**config.mk**
```make
export PLATFORM = sky130hd
export DESIGN_NAME = pintor_objetivo_flat
export DESIGN_NICKNAME = d
export VERILOG_FILES = /design/src/rtl/pintor_objetivo_if.sv /design/src/rtl/pintor_objetivo.sv /design/src/flat_wrapper.sv
export SDC_FILE = /design/constraint.sdc
export NUM_CORES = 1
export LEC_CHECK = 0
export ABC_AREA = 1
export ABC_CLOCK_PERIOD_IN_PS = 4700
export BUFFER_PORTS_ARGS = -buffer_cell sky130_fd_sc_hd__buf_2
export CAP_MARGIN = 0
export CORE_ASPECT_RATIO = 0.75
export CORE_MARGIN = 1
export CORE_UTILIZATION = 37
export DETAILED_ROUTE_END_ITERATION = 12
export RECOVER_POWER = 50
export SYNTH_ARGS = -nofsm -noshare
export SYNTH_HDL_FRONTEND = slang
export SYNTH_SLANG_ARGS = --single-unit
export TNS_END_PERCENT = 1
```
**constraint.sdc**
```tcl
create_clock -name iClk -period 4.7 [get_ports iClk]
set_clock_uncertainty 0.05 [all_clocks]
set_input_delay 0.94 -clock iClk [delete_from_list [all_inputs] [get_ports iClk]]
set_output_delay 0.94 -clock iClk [all_outputs]
set_load 0.05 [all_outputs]
```
**src/rtl/pintor_objetivo_if.sv**
```systemverilog
// Bus between the game master and the target painter: master control/position in,
// framebuffer write port and round status out.
interface pintor_objetivo_if;
  logic        pintar;
  logic        resetPintar;
  logic        hit;
  logic [7:0]  posX;
  logic [6:0]  posY;
  logic [2:0]  color;
  logic        wrEn;
  logic [14:0] wrAddr;
  logic [2:0]  wrData;
  logic        stop;
  logic        busy;

  modport master (
    output pintar, resetPintar, hit, posX, posY, color,
    input  wrEn, wrAddr, wrData, stop, busy
  );

  modport slave (
    input  pintar, resetPintar, hit, posX, posY, color,
    output wrEn, wrAddr, wrData, stop, busy
  );
endinterface

```
**src/rtl/pintor_objetivo.sv**
```systemverilog
// Target painter: draws a SIZExSIZE square, holds it until hit or timeout, pulses stop,
// then erases the same square to colour 0. One pixel per clock, all outputs registered.
module pintor_objetivo #(
  parameter int unsigned COLS        = 160,
  parameter int unsigned ROWS        = 120,
  parameter int unsigned SIZE        = 8,
  parameter int unsigned HOLD_CYCLES = 25_000_000
) (
  input logic              iClk,
  input logic              iReset,
  pintor_objetivo_if.slave bus
);

  localparam int unsigned CntW   = (SIZE > 1) ? $clog2(SIZE) : 1;
  localparam int unsigned TimerW = (HOLD_CYCLES > 1) ? $clog2(HOLD_CYCLES) : 1;

  localparam logic [2:0] stIdle      = 3'd0;
  localparam logic [2:0] stDraw      = 3'd1;
  localparam logic [2:0] stHold      = 3'd2;
  localparam logic [2:0] stWaitErase = 3'd3;
  localparam logic [2:0] stErase     = 3'd4;

  logic [2:0]        stateQ, stateD;
  logic [CntW-1:0]   rowQ, rowD, colQ, colD;
  logic [TimerW-1:0] timerQ, timerD;
  logic [7:0]        x0Q, x0D;
  logic [6:0]        y0Q, y0D;
  logic [2:0]        colorQ, colorD;
  logic              wrEnQ, wrEnD, stopQ, stopD, busyQ, busyD;
  logic [14:0]       wrAddrQ, wrAddrD;
  logic [2:0]        wrDataQ, wrDataD;

  logic              scan;
  logic [7:0]        scanBaseX;
  logic [6:0]        scanBaseY;
  logic [2:0]        scanData;
  logic [31:0]       pixX, pixY, pixAddr;
  logic              lastPixel, inRange;

  assign lastPixel = (colQ == CntW'(SIZE - 1)) && (rowQ == CntW'(SIZE - 1));

  always_comb begin
    stateD    = stateQ;
    rowD      = rowQ;
    colD      = colQ;
    timerD    = timerQ;
    x0D       = x0Q;
    y0D       = y0Q;
    colorD    = colorQ;
    stopD     = 1'b0;
    scan      = 1'b0;
    scanBaseX = x0Q;
    scanBaseY = y0Q;
    scanData  = colorQ;

    case (stateQ)
      stIdle: begin
        if (bus.pintar) begin
          stateD    = stDraw;
          x0D       = bus.posX;
          y0D       = bus.posY;
          colorD    = bus.color;
          rowD      = '0;
          colD      = '0;
          // First pixel goes out the cycle right after the pulse, so use the live inputs.
          scan      = 1'b1;
          scanBaseX = bus.posX;
          scanBaseY = bus.posY;
          scanData  = bus.color;
        end
      end
      stDraw, stErase: begin
        if (lastPixel) begin
          stateD = (stateQ == stDraw) ? stHold : stIdle;
          timerD = '0;
        end else begin
          if (colQ == CntW'(SIZE - 1)) begin
            colD = '0;
            rowD = rowQ + CntW'(1);
          end else begin
            colD = colQ + CntW'(1);
          end
          scan     = 1'b1;
          scanData = (stateQ == stDraw) ? colorQ : 3'd0;
        end
      end
      stHold: begin
        timerD = timerQ + TimerW'(1);
        if (bus.hit || (timerQ == TimerW'(HOLD_CYCLES - 1))) begin
          stateD = stWaitErase;
          stopD  = 1'b1;
        end
      end
      stWaitErase: begin
        if (bus.resetPintar) begin
          stateD   = stErase;
          rowD     = '0;
          colD     = '0;
          scan     = 1'b1;
          scanData = 3'd0;
        end
      end
      default: stateD = stIdle;
    endcase

    pixX    = 32'(scanBaseX) + 32'(colD);
    pixY    = 32'(scanBaseY) + 32'(rowD);
    inRange = (pixX < COLS) && (pixY < ROWS);
    pixAddr = pixY * COLS + pixX;
    wrEnD   = scan && inRange;
    wrAddrD = wrEnD ? pixAddr[14:0] : 15'd0;
    wrDataD = wrEnD ? scanData : 3'd0;
    busyD   = (stateD == stDraw) || (stateD == stErase);
  end

  always_ff @(posedge iClk) begin
    if (iReset) begin
      stateQ  <= stIdle;
      rowQ    <= '0;
      colQ    <= '0;
      timerQ  <= '0;
      x0Q     <= '0;
      y0Q     <= '0;
      colorQ  <= '0;
      wrEnQ   <= 1'b0;
      wrAddrQ <= '0;
      wrDataQ <= '0;
      stopQ   <= 1'b0;
      busyQ   <= 1'b0;
    end else begin
      stateQ  <= stateD;
      rowQ    <= rowD;
      colQ    <= colD;
      timerQ  <= timerD;
      x0Q     <= x0D;
      y0Q     <= y0D;
      colorQ  <= colorD;
      wrEnQ   <= wrEnD;
      wrAddrQ <= wrAddrD;
      wrDataQ <= wrDataD;
      stopQ   <= stopD;
      busyQ   <= busyD;
    end
  end

  assign bus.wrEn   = wrEnQ;
  assign bus.wrAddr = wrAddrQ;
  assign bus.wrData = wrDataQ;
  assign bus.stop   = stopQ;
  assign bus.busy   = busyQ;

endmodule

```
**src/flat_wrapper.sv**
```systemverilog
// flat-port wrapper written by rule: the top's interface ports become plain ports
module pintor_objetivo_flat 
#(
  parameter int unsigned COLS        = 160,
  parameter int unsigned ROWS        = 120,
  parameter int unsigned SIZE        = 8,
  parameter int unsigned HOLD_CYCLES = 25_000_000
)
  (iClk, iReset, bus_pintar, bus_resetPintar, bus_hit, bus_posX, bus_posY, bus_color, bus_wrEn, bus_wrAddr, bus_wrData, bus_stop, bus_busy);
  pintor_objetivo_if bus_i ();
  input logic iClk;
  input logic iReset;
  input wire logic [$bits(bus_i.pintar)-1:0] bus_pintar;
  input wire logic [$bits(bus_i.resetPintar)-1:0] bus_resetPintar;
  input wire logic [$bits(bus_i.hit)-1:0] bus_hit;
  input wire logic [$bits(bus_i.posX)-1:0] bus_posX;
  input wire logic [$bits(bus_i.posY)-1:0] bus_posY;
  input wire logic [$bits(bus_i.color)-1:0] bus_color;
  output wire logic [$bits(bus_i.wrEn)-1:0] bus_wrEn;
  output wire logic [$bits(bus_i.wrAddr)-1:0] bus_wrAddr;
  output wire logic [$bits(bus_i.wrData)-1:0] bus_wrData;
  output wire logic [$bits(bus_i.stop)-1:0] bus_stop;
  output wire logic [$bits(bus_i.busy)-1:0] bus_busy;
  assign bus_i.pintar = bus_pintar;
  assign bus_i.resetPintar = bus_resetPintar;
  assign bus_i.hit = bus_hit;
  assign bus_i.posX = bus_posX;
  assign bus_i.posY = bus_posY;
  assign bus_i.color = bus_color;
  assign bus_wrEn = bus_i.wrEn;
  assign bus_wrAddr = bus_i.wrAddr;
  assign bus_wrData = bus_i.wrData;
  assign bus_stop = bus_i.stop;
  assign bus_busy = bus_i.busy;
  pintor_objetivo #(.COLS(COLS), .ROWS(ROWS), .SIZE(SIZE), .HOLD_CYCLES(HOLD_CYCLES)) u_core (.iClk(iClk), .iReset(iReset), .bus(bus_i));
endmodule
```
==> flow_summary.yaml <==
place:
  dp.cells: 792
  dp_hpwl_mm: 7.66
  place.gp.congestion: 0.859
  portBuffers: 43
finish:
  layout.nets: 719
  drive_above_1_share_pct: 18.5
  antenna_cells: 0
  area_growth_pct: 19.9
  instances_no_fill: 811
  fill_cells: 1151
sta:
  report.final.slew_viol_count: 44
  fin_tns_setup_ps: 0
  finalCritPeriodShare_pct: 94.0
  max_freq_ghz: 0.226
  tightestPinTransition_ps: 2080
  relSlewSlack_pct: -38.5
  hold_viol_final: 0
  fin_crit_ps: 4420
  holdWs_ps: 420
  setup_viol: 0
floorplanning:
  num_rows: 33
  num_io_pins: 44
  coreArea_um2: 11100
  die_x_um: 126
  dieArea_um2: 12000
  start_util_pct: 38.7
  fp.dieH_um: 95.3
detailed_routing:
  wl_per_cell_um: 12.8
  routed_wl_mm: 10.4
  initialDrtViolationCount: 276
  drc: 0
  drtAntennaViolNets: 0
  dr_total_vias: 3950
  via_per_inst: 4.87
  dr.pass1.iters: 5
logic_synthesis:
  synth_most_common_cell: "nand2_1"
  netlist_area_um2: 4290
  synth.distinct_cells: 43
  synthTopCellsByArea: "dfxtp_1 (34%), nand2_1 (12%), inv_1 (8.3%)"
  syn_inst: 610
  synth_top_area_cell: "dfxtp_1"
  synthFlopType: "dfxtp_1"
  ys_ff_latch: 73
  ys_seq_area_share_pct: 34.0
  synth_top_area_share_pct: 34.0
  synth_edf_count: 0
  synthTopCellsByCount: "nand2_1 (132), inv_1 (95), dfxtp_1 (73)"
  synth_fp_nets: 663
  async_reset_ff_share_pct: 0
  yosys_warnings: 0
  syn_avg_cell_area_um2: 7.04
global_route:
  grt_pass1_wl_mm: 17.3
  antenna_found_initial: 0
  grt_max_degree: 44
  grt_pass1_vias: 3652
  grt_use_met1_pct: 25.4
  grtUsageTotal_pct: 18.4
  gr-max-usage-layer: "met2"
  overflow: 0
  grt_util_met3_pct: 4.15
  use_met2_pct: 27.9
critical_path:
  critPathCaptureType: "register"
  critPathLaunchType: "input port"
  worstSetupPathType: "in -> reg"
  required_ps: 4880
  cp_max_fo: 2
  worstPathArrival_ps: 4600
clock_network:
  clock_path_buffers: 2
  cts_buffers: 9
  hold_buffers: 0
  cts_sinks: 73
  cts.clk_slew.worst_paths_ps: 60
  clk_latency_ps: 330
  cts_tree: "done"
  cts-root-buf: "clkbuf_16"
  htreeDepth: 3
power:
  p_sw_share_pct: 30.5
  powerDensity_nw_per_um2: 348
  switchingPower_uw: 546
  seqPwrFrac_pct: 36.9
  p_int_mw: 1.24
  peakVddDrop_mv: 0.190
  pwr-share-comb_pct: 21.7
  p_leak_nw: 2.29
  clkPwrFrac_pct: 41.4
  total_power_mw: 1.79
run:
  drv_cap: 1
status:
  status: "complete, but fails checks"
  violations: "max-capacitance violations, max-slew violations"
hold_path:
  min_path_type: "reg -> reg"
state kept, by name (all words and copies together) (netlist names):
| register | cells |
|---|---|
| u_core.x0Q | 8 |
| u_core.bus.wrData | 3 |
| u_core.bus.wrEn | 1 |
| u_core.stateQ | 3 |
| u_core.y0Q | 7 |
| u_core.timerQ | 25 |
| u_core.rowQ | 3 |
| u_core.bus.wrAddr | 15 |
| u_core.bus.busy | 1 |
| u_core.colorQ | 3 |
| u_core.colQ | 3 |
| u_core.bus.stop | 1 |
per-stage QoR:
stage	worst slack [ps]	utilization [%]	area [µm²]
after floorplan	10.6	-	4350
after global placement	43.3	42.7	4740
after detailed placement	-115	42.7	4740
after CTS	65.0	45.5	5060
after global routing	-53.0	46.3	5150
final	282	46.3	5150
layer usage:
layer  vias to the layer above  routed length, µm
li1                       2085                  -
met1                      1772               5480
met2                        89               4360
met3                         4                449
met4                         0                 63
met5                         -                  0
worst max-delay path, stage by stage:
cell and delay, ps:
buf_2 110, nor2_1 200, nor3_2 90, inv_1 90, o21ai_1 90, o41ai_4 80
ha_2 240, inv_1 60, fa_2 410, o21ai_2 200, nand3_2 100, xor2_1 160
inv_1 100, ha_4 280, inv_1 50, fa_2 410, o21ai_0 420, nand2_1 100
nand2_1 80, nand2_1 70, nand2_1 60, nand2_1 50, nand2_1 80, nand2_1 50
nand2_1 50, nor2_1 40
power groups by stage:
stage | Sequential (mW) | Clock (mW) | Combinational [mW]
6_report | 0.661 | 0.741 | 0.388
5_1_grt | 0.664 | 0.785 | 0.433
3_5_place_dp | 0.674 | 0 | 0.378
4_1_cts | 0.660 | 0.761 | 0.381
3_3_place_gp | 0.673 | 0 | 0.373
2_1_floorplan | 0.732 | 0 | 0.230
worst paths after layout:
check / from / endpoint / slack (ps) / cells after the start
max reg2reg: u_core.stateQ[0]$_SDFF_PP0_ / u_core.bus.wrAddr[14]$_SDFF_PP0_ / 340 / 26
min reg2reg: u_core.colorQ[0]$_SDFFE_PP0P_ / u_core.colorQ[0]$_SDFFE_PP0P_ / 420 / 2
max: bus_resetPintar / u_core.bus.wrAddr[14]$_SDFF_PP0_ / 280 / 26
min: u_core.colorQ[0]$_SDFFE_PP0P_ / u_core.colorQ[0]$_SDFFE_PP0P_ / 420 / 2
layout make-up:
type	instances	area [µm²]	share of cell area, %
Multi-Input combinational cell	422	2500	48.5
Sequential cell	73	1470	28.5
Inverter	101	384	7.46
Timing Repair Buffer	59	305	5.93
Clock buffer	9	225	4.38
Tap cell	140	175	3.40
Clock inverter	7	92.6	1.80
timing repair:
item | 4_1_cts | 5_1_grt
resized for setup | 0 | 28
setup buffers | 0 | 3
setup endpoints to repair | 0 | 4
cells in the final DEF, fill, tap and decap left out, types with 6 or more instances in the layout:
master	Yosys	final
nand3_1	33	32
o21ai_0	25	20
a211oi_1	8	8
nand2_2	4	7
inv_2	5	10
dfxtp_1	73	71
ha_1	26	20
clkbuf_1	10	22
nor2_1	58	54
buf_4	0	15
xor2_1	6	6
clkbuf_16	0	9
or2_2	10	8
nand4_1	12	12
o21ai_1	3	6
o21ai_2	6	8
buf_2	2	22
a21oi_1	43	41
inv_1	95	90
a21oi_2	5	7
nand2_1	132	129
nor3_1	9	8
logic make-up after synthesis:
| kind of cell | share of synthesized area (%) |
|---|---|
| adders and majority gates | 9.44 |
| and+or+nand+nor | 28.7 |
| xor gates and xnor gates | 2.22 |
| DFF | 34.0 |
| AOI/OAI and AO/OA | 15.0 |
| buffers and inverters | 10.6 |
(Power assumes the default switching activity.)
